**src/rtl/matrix_ctrl_pkg.sv**
```systemverilog
// Shared state encoding, error codes and default sizes for the matrix
// instruction sequencer and its watchdog.
package matrix_ctrl_pkg;

   localparam int PTR_W_DEFAULT       = 3;
   localparam int DATA_W_DEFAULT      = 256;
   localparam int MEM_DEPTH_DEFAULT   = 6;
   localparam int EXE_TIMEOUT_DEFAULT = 64;

   typedef enum logic [2:0] {
      ST_IDLE    = 3'd0,
      ST_READ    = 3'd1,
      ST_CAPTURE = 3'd2,
      ST_EXEC    = 3'd3,
      ST_WRITE   = 3'd4
   } seq_state_t;

   localparam logic [1:0] ERR_OK      = 2'b00;
   localparam logic [1:0] ERR_BAD_PTR = 2'b01;
   localparam logic [1:0] ERR_TIMEOUT = 2'b10;

   function automatic logic ptr_out_of_range(input int unsigned ptr, input int unsigned depth);
      return ptr >= depth;
   endfunction

endpackage

```
**src/rtl/exe_watchdog.sv**
```systemverilog
// Cycle counter that bounds how long the sequencer waits for the engine.
// Counts while enabled; expired is high on the last allowed cycle.
module exe_watchdog #(
   parameter int EXE_TIMEOUT = 64
) (
   input  logic clk,
   input  logic reset,
   input  logic clear,
   input  logic enable,
   output logic expired
);

   localparam int CNT_W = (EXE_TIMEOUT > 1) ? $clog2(EXE_TIMEOUT) : 1;
   localparam logic [CNT_W-1:0] LAST = CNT_W'(EXE_TIMEOUT - 1);

   logic [CNT_W-1:0] count;

   // Saturates at LAST so a stuck enable can never wrap back to zero.
   always_ff @(posedge clk or negedge reset) begin
      if (!reset) begin
         count <= '0;
      end else if (clear) begin
         count <= '0;
      end else if (enable && (count != LAST)) begin
         count <= count + CNT_W'(1);
      end
   end

   assign expired = enable && (count == LAST);

endmodule

```
**src/rtl/matrix_op_sequencer.sv**
```systemverilog
// Sequences one matrix instruction through data_mem and the execution engine:
// read both operands, run the engine, optionally write back. Define
// BOUNDS_CHECK_EN to reject out-of-range pointers at accept time.
module matrix_op_sequencer
   import matrix_ctrl_pkg::*;
#(
   parameter int PTR_W       = PTR_W_DEFAULT,
   parameter int DATA_W      = DATA_W_DEFAULT,
   parameter int MEM_DEPTH   = MEM_DEPTH_DEFAULT,
   parameter int EXE_TIMEOUT = EXE_TIMEOUT_DEFAULT
) (
   input  logic              clk,
   input  logic              reset,
   input  logic              instr_valid,
   output logic              instr_ready,
   input  logic [3:0]        instr_op,
   input  logic [PTR_W-1:0]  instr_src1,
   input  logic [PTR_W-1:0]  instr_src2,
   input  logic [PTR_W-1:0]  instr_dst,
   input  logic              instr_wb,
   output logic [PTR_W-1:0]  mem_pointer1,
   output logic [PTR_W-1:0]  mem_pointer2,
   output logic              mem_read_data,
   input  logic [DATA_W-1:0] mem_data1,
   input  logic [DATA_W-1:0] mem_data2,
   output logic              mem_write_data,
   output logic [PTR_W-1:0]  mem_write_data_pointer,
   output logic [DATA_W-1:0] mem_data_to_write,
   output logic              exe_start,
   output logic [3:0]        exe_op,
   output logic [DATA_W-1:0] exe_opa,
   output logic [DATA_W-1:0] exe_opb,
   input  logic              exe_done,
   input  logic [DATA_W-1:0] exe_result,
   output logic              busy,
   output logic              retire,
   output logic [1:0]        err_code,
   output logic [15:0]       retired_count,
   output logic [2:0]        state_dbg
);

`ifdef BOUNDS_CHECK_EN
   localparam bit CHECK_EN = 1'b1;
`else
   localparam bit CHECK_EN = 1'b0;
`endif

   // Instruction handshake: a transfer happens on a rising edge where both
   // instr_valid and instr_ready are high; instr_ready is high only in IDLE
   // and the offered fields need only be stable in that cycle.
   seq_state_t       state;
   logic [PTR_W-1:0] dst_q;
   logic             wb_q;
   logic             accept;
   logic             bad_ptr;
   logic             wd_expired;
   logic             fin;
   logic [1:0]       fin_code;

   assign accept    = instr_valid && instr_ready;
   assign state_dbg = state;

   assign bad_ptr = CHECK_EN &&
                    (ptr_out_of_range(32'(instr_src1), MEM_DEPTH) ||
                     ptr_out_of_range(32'(instr_src2), MEM_DEPTH) ||
                     (instr_wb && ptr_out_of_range(32'(instr_dst), MEM_DEPTH)));

   exe_watchdog #(
      .EXE_TIMEOUT (EXE_TIMEOUT)
   ) u_watchdog (
      .clk     (clk),
      .reset   (reset),
      .clear   (state != ST_EXEC),
      .enable  (state == ST_EXEC),
      .expired (wd_expired)
   );

   // Retire decision for this cycle; done takes priority over the watchdog.
   always_comb begin
      fin      = 1'b0;
      fin_code = ERR_OK;
      case (state)
         ST_IDLE: begin
            if (accept && bad_ptr) begin
               fin      = 1'b1;
               fin_code = ERR_BAD_PTR;
            end
         end
         ST_EXEC: begin
            if (exe_done) begin
               fin = !wb_q;
            end else if (wd_expired) begin
               fin      = 1'b1;
               fin_code = ERR_TIMEOUT;
            end
         end
         ST_WRITE: fin = 1'b1;
         default:  fin = 1'b0;
      endcase
   end

   always_ff @(posedge clk or negedge reset) begin
      if (!reset) begin
         state                  <= ST_IDLE;
         instr_ready            <= 1'b1;
         busy                   <= 1'b0;
         dst_q                  <= '0;
         wb_q                   <= 1'b0;
         mem_pointer1           <= '0;
         mem_pointer2           <= '0;
         mem_read_data          <= 1'b0;
         mem_write_data         <= 1'b0;
         mem_write_data_pointer <= '0;
         mem_data_to_write      <= '0;
         exe_start              <= 1'b0;
         exe_op                 <= '0;
         exe_opa                <= '0;
         exe_opb                <= '0;
         retire                 <= 1'b0;
         err_code               <= ERR_OK;
         retired_count          <= '0;
      end else begin
         exe_start      <= 1'b0;
         mem_read_data  <= 1'b0;
         mem_write_data <= 1'b0;
         retire         <= fin;
         err_code       <= fin_code;
         if (fin) begin
            retired_count <= retired_count + 16'd1;
         end
         case (state)
            ST_IDLE: begin
               if (accept && !bad_ptr) begin
                  state         <= ST_READ;
                  instr_ready   <= 1'b0;
                  busy          <= 1'b1;
                  mem_pointer1  <= instr_src1;
                  mem_pointer2  <= instr_src2;
                  mem_read_data <= 1'b1;
                  exe_op        <= instr_op;
                  dst_q         <= instr_dst;
                  wb_q          <= instr_wb;
               end
            end
            ST_READ: state <= ST_CAPTURE;
            ST_CAPTURE: begin
               exe_opa   <= mem_data1;
               exe_opb   <= mem_data2;
               exe_start <= 1'b1;
               state     <= ST_EXEC;
            end
            ST_EXEC: begin
               if (exe_done) begin
                  mem_data_to_write <= exe_result;
                  if (wb_q) begin
                     state                  <= ST_WRITE;
                     mem_write_data         <= 1'b1;
                     mem_write_data_pointer <= dst_q;
                  end else begin
                     state       <= ST_IDLE;
                     instr_ready <= 1'b1;
                     busy        <= 1'b0;
                  end
               end else if (wd_expired) begin
                  state       <= ST_IDLE;
                  instr_ready <= 1'b1;
                  busy        <= 1'b0;
               end
            end
            ST_WRITE: begin
               state       <= ST_IDLE;
               instr_ready <= 1'b1;
               busy        <= 1'b0;
            end
            default: begin
               state       <= ST_IDLE;
               instr_ready <= 1'b1;
               busy        <= 1'b0;
            end
         endcase
      end
   end

endmodule

```
**config.mk**
```make
export PLATFORM = sky130hd
export DESIGN_NAME = matrix_op_sequencer
export DESIGN_NICKNAME = d
export VERILOG_FILES = /design/src/rtl/matrix_ctrl_pkg.sv /design/src/rtl/exe_watchdog.sv /design/src/rtl/matrix_op_sequencer.sv
export SDC_FILE = /design/constraint.sdc
export NUM_CORES = 1
export LEC_CHECK = 0
export ABC_AREA = 1
export CAP_MARGIN = 10
export CORE_AREA = 2 2 617 619
export DETAILED_ROUTE_END_ITERATION = 6
export DIE_AREA = 0 0 619 621
export MAX_ROUTING_LAYER = met4
export REMOVE_ABC_BUFFERS = 1
export SYNTH_ARGS = -nofsm -noshare
export SYNTH_HDL_FRONTEND = slang
export SYNTH_HIERARCHICAL = 1
export SYNTH_SLANG_ARGS = --single-unit
```
**constraint.sdc**
```tcl
create_clock -name clk -period 4.3 [get_ports clk]
set_input_delay 0.86 -clock clk [delete_from_list [all_inputs] [get_ports clk]]
set_output_delay 0.86 -clock clk [all_outputs]
set_load 0.005 [all_outputs]
```
# ---- Yosys cells after proc, flatten, opt, wreduce, memory -nomap -nowiden
# Index checks and enable logic that the tools add are counted.
dict set report word_totals {
  out_inout_bits 808
  register_bits 818
}
dict set report classes {
  n_bitwise 1
  n_eq_ne 10
  n_addsub 2
  n_reduce_logical 12
  n_mux 29
}
# op count
set ops {}
lappend ops {{$add A16 B1 Y16 const B} 1}
lappend ops {{$mux W1} 16}
lappend ops {{$mux W3} 4}
lappend ops {{$mux W6} 2}
lappend ops {{$pmux W3 S4} 1}
lappend ops {{$add A6 B1 Y6 const B} 1}
lappend ops {{$eq A3 B2 Y1 const B} 2}
lappend ops {{$eq A6 B6 Y1 const B} 1}
lappend ops {{$mux W2} 3}
lappend ops {{$ne A3 B3 Y1 const B} 2}
lappend ops {{$ne A6 B6 Y1 const B} 1}
lappend ops {{$pmux W1 S3} 2}
lappend ops {{$reduce_and A2 Y1} 3}
lappend ops {{$reduce_and A4 Y1} 1}
lappend ops {{$eq A3 B1 Y1 const B} 1}
lappend ops {{$eq A3 B3 Y1 const B} 1}
lappend ops {{$logic_and A1 B1 Y1} 3}
lappend ops {{$logic_not A3 Y1} 1}
lappend ops {{$ne A3 B2 Y1 const B} 1}
lappend ops {{$reduce_and A3 Y1} 1}
lappend ops {{$ne A2 B2 Y1 const B} 1}
lappend ops {{$pmux W1 S2} 1}
lappend ops {{$reduce_bool A2 Y1} 1}
lappend ops {{$reduce_or A2 Y1} 1}
lappend ops {{other kinds (2)} 2}

# ---- Logic depth before layout (Yosys ltp)
dict set report logic_depth {
  ltp_word 5
  ltp_mapped 14
  ltp_nobuf 12
}

# ---- Modules after synthesis
# The synthesis kept the hierarchy.
# mod area_each_um2 cells_each n_inst seq_area_each_um2
set by_module_without_submodules {}
lappend by_module_without_submodules {matrix_op_sequencer 31256.2 3520 1 20295.7}
lappend by_module_without_submodules {exe_watchdog 404.1 54 1 150.1}

# ---- Worst setup path before layout
# OpenSTA, ideal clock, no wires.
dict set report synth_timing {
  kind {reg2reg}
  from {reg state[2] (netlist: state_dbg[2])}
  to {reg retired_count[13]}
  setup_ns 0.066
  arrival_time_ns 1.857
  required_time_ns 4.234
  stages_incl_launch_ff 15
  slack_ns 2.378
  path_cell_list {dfrtp_1 inv_1 nand3_2 inv_2 buf_2 inv_1 nor2_1 nor2_1 nor2_1 nand2_1 nand2_1 buf_4 buf_6 nand4_1 nand2_1}
}
dict set report synth_via {
  elab_chain_cells 5
  elab_cells_between_ends 6
  classes_between {eq/ne: 2; mux: 3; reduce/logical: 1}
}
# item line_no
set synth_lines {}
lappend synth_lines {{from (decl)} matrix_op_sequencer.sv:51} ;# seq_state_t state;
lappend synth_lines {{from (signal assigned)} matrix_op_sequencer.sv:104} ;# state <= ST_IDLE;
lappend synth_lines {{from (signal assigned)} matrix_op_sequencer.sv:134} ;# state <= ST_READ;
lappend synth_lines {{from (signal assigned)} matrix_op_sequencer.sv:145} ;# ST_READ: state <= ST_CAPTURE;
lappend synth_lines {{$eq A3 B2 Y1} matrix_op_sequencer.sv:74} ;# .enable (state == ST_EXEC),
lappend synth_lines {{$logic_and A1 B1 Y1} exe_watchdog.sv:29} ;# assign expired = enable && (count == LAST);
lappend synth_lines {{named net wd_expired} matrix_op_sequencer.sv:56} ;# logic wd_expired;
lappend synth_lines {{$mux W1} matrix_op_sequencer.sv:92} ;# end else if (wd_expired) begin
lappend synth_lines {{$mux W1} matrix_op_sequencer.sv:90} ;# if (exe_done) begin
lappend synth_lines {{$pmux W1 S2} matrix_op_sequencer.sv:82} ;# case (state)
lappend synth_lines {{named net fin} matrix_op_sequencer.sv:57} ;# logic fin;
lappend synth_lines {{to (signal assigned)} matrix_op_sequencer.sv:129} ;# retired_count <= retired_count + 16'd1;
lappend synth_lines {{to (decl)} matrix_op_sequencer.sv:38} ;# output logic [15:0] retired_count,
# The timed path passes the listed nets, and every way through them passes these cells.
# A chain may end at the register's enable or synchronous reset.

# ---- Worst setup path in the final report
dict set report layout_timing {
  from {reg exe_opb[102]}
  to {out exe_opb[102]}
}
# item line_no
set layout_lines {}
lappend layout_lines {{from (decl)} matrix_op_sequencer.sv:32} ;# output logic [DATA_W-1:0] exe_opb,
lappend layout_lines {{from (signal assigned)} matrix_op_sequencer.sv:148} ;# exe_opb <= mem_data2;
# No word-level cell between the ends.

==> flow_summary_export.csv <==
group,metric,value,unit
run_status,status,"finished, final reports clean",
place,port_buffers,1592,
clocking,cts_sinks,817,
logic_synthesis,syn_area,31700,um2
drt,drt_iter0_markers,2271,
grt,grt_first_pass_wirelength,389,mm
logic_synthesis,synth.distinct_cells,30,
critical_path,worstSetupPathType,"reg -> out",
power,p_leak,25.7,nW
critical_path,crit_start,"exe_opb[102]$_DFFE_PN0P_",
clocking,ctsLongestPathBuffers,4,
power,p_switching,18.9,mW
drt,routed.top_layer,"met4",
clocking,postCtsSetupRepairBufs,0,
grt,antenna_found_initial,279,
timing,worst_slew_pin_slew,1.09,ns
grt,grt_max_degree,179,
critical_path,worstPathCellList,"clkdlybuf4s50_1",
place,placedInstanceArea,53500,um2
critical_path,worst_ep_required_time,3.44,ns
critical_path,crit_fanout,2,
cells_and_area,final_cell_area,57600,um2
timing,layout_min_cycle_time,2.97,ns
place,routabilityCongestion,0.948,
power,comb_power_share,0.470,
timing,slew_headroom,0.272,
worst_hold_path,hold_class,"in -> async",
floorplanning,rows,226,
power,total_power,44.9,mW
logic_synthesis,yosysWarningCount,6,
timing,period_share,0.690,
drt,met3_wirelength,32.6,mm
floorplanning,core_region_area,378000,um2
cells_and_area,syn2layout_area_growth,81.9,%
drt,vias,31800,
place,dp.final_hpwl,271,mm
logic_synthesis,async_flop_share,1.00,
power,seqPwrFrac,0.304,
critical_path,cp-end-kind,"primary output",
clocking,path_clk_slew,0.06,ns
clocking,cts_tree,"built",
cells_and_area,layout_common_cells,"nand2_1 (2,182), clkdlybuf4s50_1 (1,590), dfrtp_1 (816), nand3_1 (277), clkbuf_16 (117)",
place,place_ws,1.40,ns
logic_synthesis,syn_area_per_cell,8.86,um2
grt,grt_overflow_total,0,
timing,fmax,0.337,GHz
clocking,htreeDepth,3,
clocking,clock_latency,0.87,ns
timing,setup-tns-final,0,ns
cells_and_area,multiInputGateArea,9980,um2
grt,track_usage,0.165,
critical_path,critPathArrivalTime,2.11,ns
drt,drt_wl_total,316,mm
power,p_sw_frac,0.420,
floorplanning,die_area,384000,um2
cells_and_area,fill_cells,42800,
critical_path,cp_slowest_cell,"clkdlybuf4s50_1",
critical_path,rr_startpoint,"state_dbg[1]$_DFFE_PN0P_",
drt,wl_per_cell,30.6,um
timing,skew,0.0607,ns
timing,whs,0.113,ns
critical_path,slowest_delay,0.92,ns
power,internal_power,26.0,mW
logic_synthesis,synth_seq_area_share,0.646,
power,peakVddDrop,0.000504,V
timing,setup_ws,1.33,ns
critical_path,r2r_slack,1.45,ns
clocking,ctsResizeCount,0,
floorplanning,dieHeight,621,um
logic_synthesis,synth_edf_count,0,
critical_path,regToRegEndpoint,"retired_count[12]$_DFFE_PN0P_",
clocking,root_buffer,"clkbuf_16",
grt,grt_pass1_vias,31600,
drt,ant_nets,0,
critical_path,reg2reg_depth,11,
timing,rsz0062_at_grt,"false",
clocking,tritoncts.num_buffers,116,
cells_and_area,regArea,20400,um2
timing,slew_violations,0,
cells_and_area,drive_gt1_frac,0.0505,
logic_synthesis,synthCells,3574,
run,drv_cap,0,
power,clkPwrFrac,0.225,
critical_path,worst_path_dominant_cell_family,"buffers and inverters",
floorplanning,num_io_pins,1594,
cells_and_area,nNetsFinal,5930,
place,dp_cells,10000,
power,powerDensity,780,nW/um2
drt,drc_errors,0,
critical_path,start_kind,"register",
critical_path,path_buf_inv,1,
floorplanning,fp.dieW,619,um
cells_and_area,instances_no_fill,10400,
timing,hold_viol_final,0,
drt,dr.pass1.iters,6,
timing,setup_viol,0,
cells_and_area,final_common_cell,"nand2_1",
clocking,ctsHoldBuffers,0,
drt,route.met2.wl,173,mm
cells_and_area,post-route-util,0.152,
logic_synthesis,ys_ff_latch,817,
drt,via_per_inst,3.07,
logic_synthesis,yosys_most_used_dff,"dfrtp_1",
drt,wl_met1,100,mm
floorplanning,floorplan.initialDensity,0.0838,
[layer usage]
layer,GRT usage,vias up
met4,0.0442,0
met5,-,-
met3,0.0707,524
met2,0.312,1531
li1,-,14300
met1,0.148,15400
[cell usage after synthesis (all sizes together), types with 2 or more instances]
cell	instances	share of area
buf	171	0.032
clkbuf	32	0.0038
clkinv	2	0.00028
dfrtp	816	0.64
ha	2	0.00079
inv	30	0.0036
nand2	2188	0.26
nand3	278	0.044
nand3b	5	0.0012
nand4	7	0.0014
nor2	28	0.0040
nor3	5	0.00079
o21ai	4	0.00063
[layout make-up]
class | count | area share
timing repair buffer | 1653 | 0.289
multi-input combinational | 2522 | 0.173
inverter | 32 | 0.00252
sequential | 817 | 0.355
clock inverter | 55 | 0.0116
tap | 5016 | 0.109
clock buffer | 148 | 0.0551
antenna | 109 | 0.00474
[worst max path at each step]
| stage | endpoint | slack (ns) | cells past startpoint |
|---|---|---|---|
| floorplan | exe_start$_DFF_PN0_ | -5.97 | 3 |
| global placement | retired_count[12]$_DFFE_PN0P_ | 1.38 | 11 |
| detailed placement | retired_count[12]$_DFFE_PN0P_ | 1.40 | 11 |
| CTS | mem_data_to_write[20] | 1.12 | 1 |
| global route | retired_count[10]$_DFFE_PN0P_ | 1.11 | 12 |
| finish | exe_opb[102] | 1.33 | 1 |
[power by group through the flow]
stage          registers, mW  logic, mW  clock network, mW
3_3_place_gp            13.7       22.1                  0
2_1_floorplan           13.5       5.67                  0
6_report                13.7       21.1               10.1
3_5_place_dp            13.7       22.1                  0
5_1_grt                 14.1       22.9               10.8
4_1_cts                 13.7       22.2               10.5
[sequential cells by signal (all words and copies together) (netlist names)]
name                    flops
exe_opa                   256
exe_opb                   256
mem_data_to_write         256
retired_count              16
u_watchdog/count            6
exe_op                      4
dst_q                       3
mem_pointer1                3
mem_pointer2                3
mem_write_data_pointer      3
state_dbg                   3
busy                        1
err_code                    1
exe_start                   1
instr_ready                 1
mem_read_data               1
mem_write_data              1
retire                      1
wb_q                        1
[cells by family after synthesis]
kind of cell    count (synthesis)  share of synthesized area
fa+ha+maj                       2                   0.000790
buf+inv                       235                     0.0397
flops                         817                      0.646
other cells                     1                   0.000118
xor+xnor                        2                   0.000553
compound gates                  6                    0.00111
simple gates                 2511                      0.312
(Power assumes the default switching activity.)
